File: src/rtl/mem_arbiter.sv
// Shares one word-memory port between an instruction-fetch requester and a data requester.
// Data requests normally win, but fetch is granted after STARVE_LIMIT consecutive data wins.
module mem_arbiter #(
  parameter int unsigned W            = 32,
  parameter int unsigned MEM_LAT      = 1,
  parameter int unsigned STARVE_LIMIT = 4
) (
  input  logic         clk,
  input  logic         rst,
  input  logic         i_req,
  input  logic [W-1:0] i_addr,
  output logic         i_ready,
  output logic [W-1:0] i_rdata,
  input  logic         d_req,
  input  logic         d_we,
  input  logic [W-1:0] d_addr,
  input  logic [W-1:0] d_wdata,
  output logic         d_ready,
  output logic [W-1:0] d_rdata,
  output logic         mem_read_en,
  output logic [W-1:0] mem_read_addr,
  output logic         mem_write_en,
  output logic [W-1:0] mem_write_addr,
  output logic [W-1:0] mem_write_data,
  input  logic [W-1:0] mem_read_data,
  output logic         busy
);

  localparam int unsigned CW = 4;

  localparam logic [1:0] S_IDLE   = 2'd0;
  localparam logic [1:0] S_ACCESS = 2'd1;
  localparam logic [1:0] S_DONE   = 2'd2;

  localparam logic OWN_I = 1'b0;
  localparam logic OWN_D = 1'b1;

  logic [1:0]    state, state_nxt;
  logic          owner, owner_nxt;
  logic [CW-1:0] lat_cnt, lat_cnt_nxt;
  logic [CW-1:0] starve_cnt, starve_cnt_nxt;

  logic          rd_en_nxt, wr_en_nxt;
  logic [W-1:0]  rd_addr_nxt, wr_addr_nxt, wr_data_nxt;
  logic          i_ready_nxt, d_ready_nxt;
  logic          rd_capture;

  // Memory-port outputs are registered, so they are computed for the state being entered.
  always_comb begin
    state_nxt      = state;
    owner_nxt      = owner;
    lat_cnt_nxt    = lat_cnt;
    starve_cnt_nxt = starve_cnt;
    rd_en_nxt      = 1'b0;
    rd_addr_nxt    = '0;
    wr_en_nxt      = 1'b0;
    wr_addr_nxt    = '0;
    wr_data_nxt    = '0;
    i_ready_nxt    = 1'b0;
    d_ready_nxt    = 1'b0;
    case (state)
      S_IDLE: begin
        if (d_req && !(i_req && (starve_cnt == CW'(STARVE_LIMIT)))) begin
          state_nxt   = S_ACCESS;
          owner_nxt   = OWN_D;
          lat_cnt_nxt = CW'(MEM_LAT - 1);
          if (i_req && (starve_cnt < CW'(STARVE_LIMIT))) begin
            starve_cnt_nxt = starve_cnt + CW'(1);
          end
          if (d_we) begin
            wr_en_nxt   = 1'b1;
            wr_addr_nxt = d_addr;
            wr_data_nxt = d_wdata;
          end else begin
            rd_en_nxt   = 1'b1;
            rd_addr_nxt = d_addr;
          end
        end else if (i_req) begin
          state_nxt      = S_ACCESS;
          owner_nxt      = OWN_I;
          lat_cnt_nxt    = CW'(MEM_LAT - 1);
          starve_cnt_nxt = '0;
          rd_en_nxt      = 1'b1;
          rd_addr_nxt    = i_addr;
        end
      end
      S_ACCESS: begin
        if (lat_cnt == '0) begin
          state_nxt   = S_DONE;
          i_ready_nxt = (owner == OWN_I);
          d_ready_nxt = (owner == OWN_D);
        end else begin
          lat_cnt_nxt = lat_cnt - CW'(1);
          rd_en_nxt   = mem_read_en;
          rd_addr_nxt = mem_read_addr;
        end
      end
      S_DONE:  state_nxt = S_IDLE;
      default: state_nxt = S_IDLE;
    endcase
  end

  assign rd_capture = (state == S_ACCESS) && (lat_cnt == '0) && mem_read_en;

  always_ff @(posedge clk or negedge rst) begin
    if (!rst) begin
      state      <= S_IDLE;
      owner      <= OWN_I;
      lat_cnt    <= '0;
      starve_cnt <= '0;
    end else begin
      state      <= state_nxt;
      owner      <= owner_nxt;
      lat_cnt    <= lat_cnt_nxt;
      starve_cnt <= starve_cnt_nxt;
    end
  end

  // Registered outputs and the per-requester read-data holding registers.
  always_ff @(posedge clk or negedge rst) begin
    if (!rst) begin
      busy           <= 1'b0;
      i_ready        <= 1'b0;
      d_ready        <= 1'b0;
      mem_read_en    <= 1'b0;
      mem_read_addr  <= '0;
      mem_write_en   <= 1'b0;
      mem_write_addr <= '0;
      mem_write_data <= '0;
      i_rdata        <= '0;
      d_rdata        <= '0;
    end else begin
      busy           <= (state_nxt != S_IDLE);
      i_ready        <= i_ready_nxt;
      d_ready        <= d_ready_nxt;
      mem_read_en    <= rd_en_nxt;
      mem_read_addr  <= rd_addr_nxt;
      mem_write_en   <= wr_en_nxt;
      mem_write_addr <= wr_addr_nxt;
      mem_write_data <= wr_data_nxt;
      if (rd_capture && (owner == OWN_I)) begin
        i_rdata <= mem_read_data;
      end
      if (rd_capture && (owner == OWN_D)) begin
        d_rdata <= mem_read_data;
      end
    end
  end

endmodule

File: config.mk
export PLATFORM = sky130hd
export DESIGN_NAME = mem_arbiter
export DESIGN_NICKNAME = d
export VERILOG_FILES = /design/src/rtl/mem_arbiter.sv
export SDC_FILE = /design/constraint.sdc
export NUM_CORES = 1
export LEC_CHECK = 0
export ABC_AREA = 1
export BUFFER_PORTS_ARGS = -buffer_cell sky130_fd_sc_hd__buf_2
export CAP_MARGIN = 20
export CORE_MARGIN = 1
export CORE_UTILIZATION = 44
export CTS_CLUSTER_DIAMETER = 120
export DETAILED_ROUTE_END_ITERATION = 8
export HOLD_SLACK_MARGIN = 0.03
export PLACE_DENSITY = 0.74
export SLEW_MARGIN = 10
export SYNTH_ARGS = -nofsm -noshare
export SYNTH_HDL_FRONTEND = slang
export SYNTH_SLANG_ARGS = --single-unit
File: constraint.sdc
create_clock -name clk -period 1.4 [get_ports clk]
set_input_delay 0.28 -clock clk [delete_from_list [all_inputs] [get_ports clk]]
set_output_delay 0.28 -clock clk [all_outputs]
set_load 0.005 [all_outputs]
==> metrics.txt, run 1 <==
Die Wd=134 µm; Worst-path clk slew=0.08 ns; largest area contributor in the netlist=dfrtp_1; pwr/cell area=1920 nW/µm²; vias in the first global route=6,972; die height=134 µm; Seq/Total Area, Yosys=57.3%; run status=finished with violations; failing checks=setup timing; largest cells by area after synthesis=dfrtp_1 57%, nand2_1 15%, nand3_1 8.7%, nor2_4 7.3%, inv_1 3.8%; first-pass GRT wire length=35,100 µm; Post-Route WL=25,200 µm; Main synth FF type=dfrtp_1; clock tree sinks=176; port bufs=297; DP Area=9720 µm²; synth cell count leaders=307 x nand2_1, 176 x dfrtp_1, 133 x nand3_1; Worst Setup Path Type=reg -> reg; Worst Tran Pin Value=0.361 ns; gr ovfl total=0; FF+latch area=4410 µm²; count leader, synth=nand2_1; DRC=0; H-tree Lvls=4; DR pass1 iterations=5; Post-DP HPWL=15,000 µm; largest net degree at the start of global routing=55; Yosys top cell area share=57.3%; final-report max-slew violation count=0; RePlAce Congestion=0.861; clock period minus worst slack=1.58 ns; TritonCTS clock tree=yes; die area=18,000 µm²; Hold WS=0.0681 ns; initial antenna violation count=0; share of cells above drive strength 1=51.0%; Synth Net Count=984; vias per inst=5.05; post-route antenna net violation count=0; clk_skew=0.0163 ns; Hold Path Stages=3; LEAKAGE=6.39 nW; Final Hold Vio Count=0; Max VDD drop=1.10 mV; Crit path required time=1.75 ns; cell area after synthesis=7690 µm²; CP Capture Type=flip-flop; Max-Cap Viols=0; synth warn=0; total number of vias=7,222; Inserted Diodes=0; post-synthesis register bit count=176; unrepaired setup endpoints after global routing=yes; Period Utilization, post-route=113%; Post-Synthesis Cells=847; fin nets=1,336; Arrival @ worst endpoint=1.93 ns; clk_lat worst skew=0.43 ns; Crit Path Max Fanout=8; startpoint types=flip-flop; Final setup violation count=127; Post-synth ARST share=100%; Mean Syn Cell Area=9.08 µm²; CTS Buf Count=17; Row Count=47; Initial Util=45.7%; routed len/inst=17.6 µm; Root Buffer=clkbuf_16; synth unique cells=24; multi-input logic area=3390 µm²; filler instances=1,263; Fmax=631 MHz; worst setup slack after layout=-0.184 ns; Post-synth EDFFs=0; I/O pin count=298; Global Route Usage Sum=25.3%; Design Area, Final=11,600 µm²; Core Region=16,800 µm²; fin util=69.1%; initial drt markers=380; Longest Clk Path Bufs=2; Reg2Reg Depth=9; Syn-to-layout area delta=51.1%; Worst slew margin=75.8%; worst hold-check path type=in -> reg
-- registers in the layout, indices dropped and copies added, names as in the netlist, 2 cells and up --
| signal | count |
|---|---|
| i_rdata | 32 |
| starve_cnt | 4 |
| mem_read_addr | 32 |
| state | 2 |
| mem_write_addr | 32 |
| d_rdata | 32 |
| lat_cnt | 4 |
| mem_write_data | 32 |
-- where the power goes --
group          internal (mW)  switching (mW)
clock network           3.27            2.02
registers               6.72            1.14
logic                   4.23            4.97
-- final timing paths --
| check | startpoint | endpoint | slack (ns) |
|---|---|---|---|
| max in group asynchronous | rst | mem_read_addr[23] | 0.54 |
| min | d_wdata[12] | mem_write_data[12] | 0.07 |
| max reg2reg | lat_cnt[0] | d_rdata[11] | -0.18 |
| min reg2reg | d_rdata[21] | d_rdata[21] | 0.48 |
| max | lat_cnt[0] | d_rdata[11] | -0.18 |
| min in group asynchronous | rst | d_rdata[11] | 0.28 |
-- routing by layer --
layer  track usage (%)  vias up  part of all wire, %  wire length, µm
li1                  -     3308                    -                -
met1              30.3     3468                   37             9330
met2              43.9      380                   51            12800
met3              6.88       66                  8.7             2190
met4              8.24        0                  3.2              812
met5                 0        -                    0                0
-- worst max-delay path, stage by stage (launching register included) --
cell and delay, ns:
dfrtp_1 0.39, inv_2 0.08, ha_4 0.16, nand2_4 0.07, buf_6 0.12, nor3_4 0.15, buf_6 0.16, clkbuf_16 0.17
nand3_2 0.07, nand2_1 0.14
-- metrics by stage --
stage	setup slack (ns)	std cells	total power, mW	TNS, ns
after CTS	-0.0818	1411	20.3	-3.68
after floorplan	-0.0862	847	11.0	-4.27
after global routing	-0.253	1431	23.5	-16.59
after detailed placement	-0.126	1363	14.4	-8.42
final	-0.184	1431	22.3	-5.76
after global placement	-0.0569	1363	14.2	-2.33
-- final cells by class --
| cell class | instances | area share, % |
|---|---|---|
| tap | 220 | 2.37 |
| multi-input combinational | 542 | 29.2 |
| sequential | 176 | 37.9 |
| clock inverter | 9 | 1.55 |
| timing repair buffer | 382 | 22.4 |
| clock buffer | 22 | 3.99 |
| inverter | 80 | 2.61 |
-- cells in the final DEF, fill, tap and decap left out, types with 2 or more instances in the layout --
cell       synthesis  final
clkbuf_8           0      2
o21ai_0            3      2
buf_16             0      2
buf_4              0     41
nand3_2            0     46
bufinv_16          0      5
dfrtp_1          176    175
xor2_1             2      2
clkbuf_1          15      3
nor2_1            26     16
nand2_2            3     55
nand3_1          133     82
buf_8              0      4
inv_1             77     71
nor2_2             2      5
buf_12             5     12
nand4_1            4      4
ha_4               0      2
nand3_4            0      5
nand2_4            2     27
buf_6              2     17
inv_2              2      8
clkbuf_16          0     26
nand2_1          307    229
buf_2             22    295
ha_1               4      2
o21ai_1            3      4
nor2_4            50     57
-- logic make-up after synthesis --
kind of cell    after synthesis  share of synthesized area (%)
compound gates                7                          0.455
simple gates                529                           33.5
xor+xnor                      2                          0.228
fa+ha+maj                     4                          0.651
flops                       176                           57.3
buf+inv                     129                           7.91
-- repair_timing --
| item | in CTS | in global routing |
|---|---|---|
| endpoints found under the setup margin | 168 | 170 |
| gates resized for setup | 46 | 163 |
| buffers inserted | 13 | 10 |
| hold buffers | 1 | 0 |
| hold endpoints to repair | 122 | 0 |
| pin swaps | 10 | 49 |
| gates cloned | 4 | 12 |
Power figures use the tool's default switching activity.
==> run 2: changes to the inputs <==
--- a/config.mk
+++ b/config.mk
@@ -8,7 +8,7 @@
 export ABC_AREA = 1
 export BUFFER_PORTS_ARGS = -buffer_cell sky130_fd_sc_hd__buf_2
 export CAP_MARGIN = 20
-export CORE_MARGIN = 1
+export CORE_MARGIN = 5
 export CORE_UTILIZATION = 44
 export CTS_CLUSTER_DIAMETER = 120
 export DETAILED_ROUTE_END_ITERATION = 8
==> run 2 against run 1 <==
Effect of this change: the flow still finishes with violations (setup timing); clock power shrank 9.1%; global-route usage shrank 2.3 points; wire length shrank 0.38%; critical endpoint is now mem_write_data[30].
==> metrics.txt, run 2 (same netlist as run 1, synthesis figures left out) <==
Root Buffer=clkbuf_16; worst hold start=d_wdata[7]; I/O pin count=298; vias per inst=5.02; H-tree Lvls=4; largest net degree at the start of global routing=38; clk_lat worst skew=0.43 ns; Final setup violation count=150; clock period minus worst slack=1.53 ns; fin util=65.5%; Syn-to-layout area delta=46.9%; M2 GR Usage=38.2%; M1 GR Usage=27.5%; failing checks=setup timing; Longest Clk Path Bufs=2; initial drt markers=491; routed len/inst=17.4 µm; Crit path required time=1.76 ns; Inserted Diodes=0; clk_skew=0.00872 ns; Worst Tran Pin Value=0.420 ns; filler instances=1,380; gr ovfl total=0; clock tree sinks=176; Crit Path Max Fanout=5; FF+latch area=4410 µm²; Slowest-stage cell, CP=dfrtp_1; Worst slew margin=72.0%; DP Area=9790 µm²; Die Wd=142 µm; unrepaired setup endpoints after global routing=yes; first-pass GRT wire length=36,300 µm; GRT busiest layer=met2; share of cells above drive strength 1=46.0%; pwr/cell area=1880 nW/µm²; Global Route Usage Sum=22.9%; Crit path max-delay family=simple AND/OR/NAND/NOR gates; Initial Util=44.6%; CP Capture Type=flip-flop; crit path from=starve_cnt[1]; startpoint types=flip-flop; overall power=21.2 mW; final-report max-slew violation count=0; worst setup slack after layout=-0.128 ns; CP Cell Sequence=inv_2 -> ha_4 -> inv_2 -> nor2_4 -> nand2_4 -> nand2_8 -> nor2_4 -> buf_4 -> nand2_4 -> buf_4 -> nor2_4; initial antenna violation count=1; die height=142 µm; DR pass1 iterations=5; Row Count=48; Design Area, Final=11,300 µm²; setup TNS=-9.45 ns; Post-DP HPWL=16,300 µm; commonest non-fill, non-tap cell in the layout=buf_2; Final Hold Vio Count=0; vias in the first global route=7,024; Core Region=17,200 µm²; total number of vias=7,218; fin nets=1,338; CTS Buf Count=17; Arrival @ worst endpoint=1.89 ns; CP peak stage delay=0.38 ns; Fmax=654 MHz; Worst-path clk slew=0.07 ns; CP most frequent cell=nor2_4; run status=finished with violations; die area=20,200 µm²; Period Utilization, post-route=109%; port bufs=297; LEAKAGE=6.37 nW; Max-Cap Viols=0; multi-input logic area=3070 µm²; TritonCTS clock tree=yes; worst hold-check path type=in -> reg; post-route antenna net violation count=0; DRC=0; Critical R2R Launch=starve_cnt[1]; RePlAce Congestion=0.890; CP bufs+invs=4; GR Util met3=7.96%; commonest non-fill, non-tap cells in the layout=295 x buf_2, 253 x nand2_1, 175 x dfrtp_1; Worst Setup Path Type=reg -> reg; Post-Route WL=25,100 µm; Max VDD drop=1.09 mV
-- run 2: worst reg2reg max path: cells and delay by family (launching register included) --
kind                     cells  cell delay, ns
flip-flops                   1            0.38
AND/OR/NAND/NOR              6            0.51
buffers and inverters        4            0.43
adder cells (fa/ha/maj)      1            0.16
-- run 2: path summary, 6_finish.rpt --
check                                endpoint  cells past startpoint  slack (ns)
min in group asynchronous          i_rdata[6]                      2        0.35
hold / removal              mem_write_data[7]                      3        0.06
max in group asynchronous   mem_read_addr[22]                      3        0.51
setup reg to reg           mem_write_data[30]                     11       -0.13
hold reg to reg             mem_read_addr[17]                      2        0.47
setup / recovery           mem_write_data[30]                     11       -0.13
-- run 2: what timing repair did --
action,in CTS,in global routing
hold endpoints to repair,26,0
setup buffers,6,19
endpoints found under the setup margin,164,170
gates resized for setup,32,91
cloned,3,12
hold buffers,1,0
pin swaps,7,10
-- run 2: layout make-up --
cell class | instances | share of cell area (%)
Clock inverter | 15 | 1.45
Sequential cell | 176 | 39.0
Timing Repair Buffer | 383 | 23.4
Multi-Input combinational cell | 543 | 27.2
Inverter | 80 | 2.74
Clock buffer | 17 | 3.77
Tap cell | 225 | 2.49
-- run 2: metrics by stage --
stage | hold slack, ns | worst slack, ns | instances
4_1_cts | 0.0430 | -0.103 | 1411
2_1_floorplan | -0.0156 | -0.0862 | 847
5_1_grt | 0.0451 | -0.212 | 1439
6_report | 0.0618 | -0.128 | 1439
3_3_place_gp | 0.223 | -0.0459 | 1369
3_5_place_dp | 0.223 | -0.116 | 1369
-- run 2: layer usage --
layer  wire, µm  vias up
met5          7        -
met4        795        2
met3       2990       65
met2      12300      439
met1       8970     3391
li1           -     3321
-- run 2: report_power, final --
part | internal [mW] | leakage, nW | switching [mW]
registers | 6.72 | 2.26 | 1.08
logic | 3.98 | 3.83 | 4.62
clock network | 2.55 | 0.282 | 2.26
total | 13.2 | 6.37 | 7.96
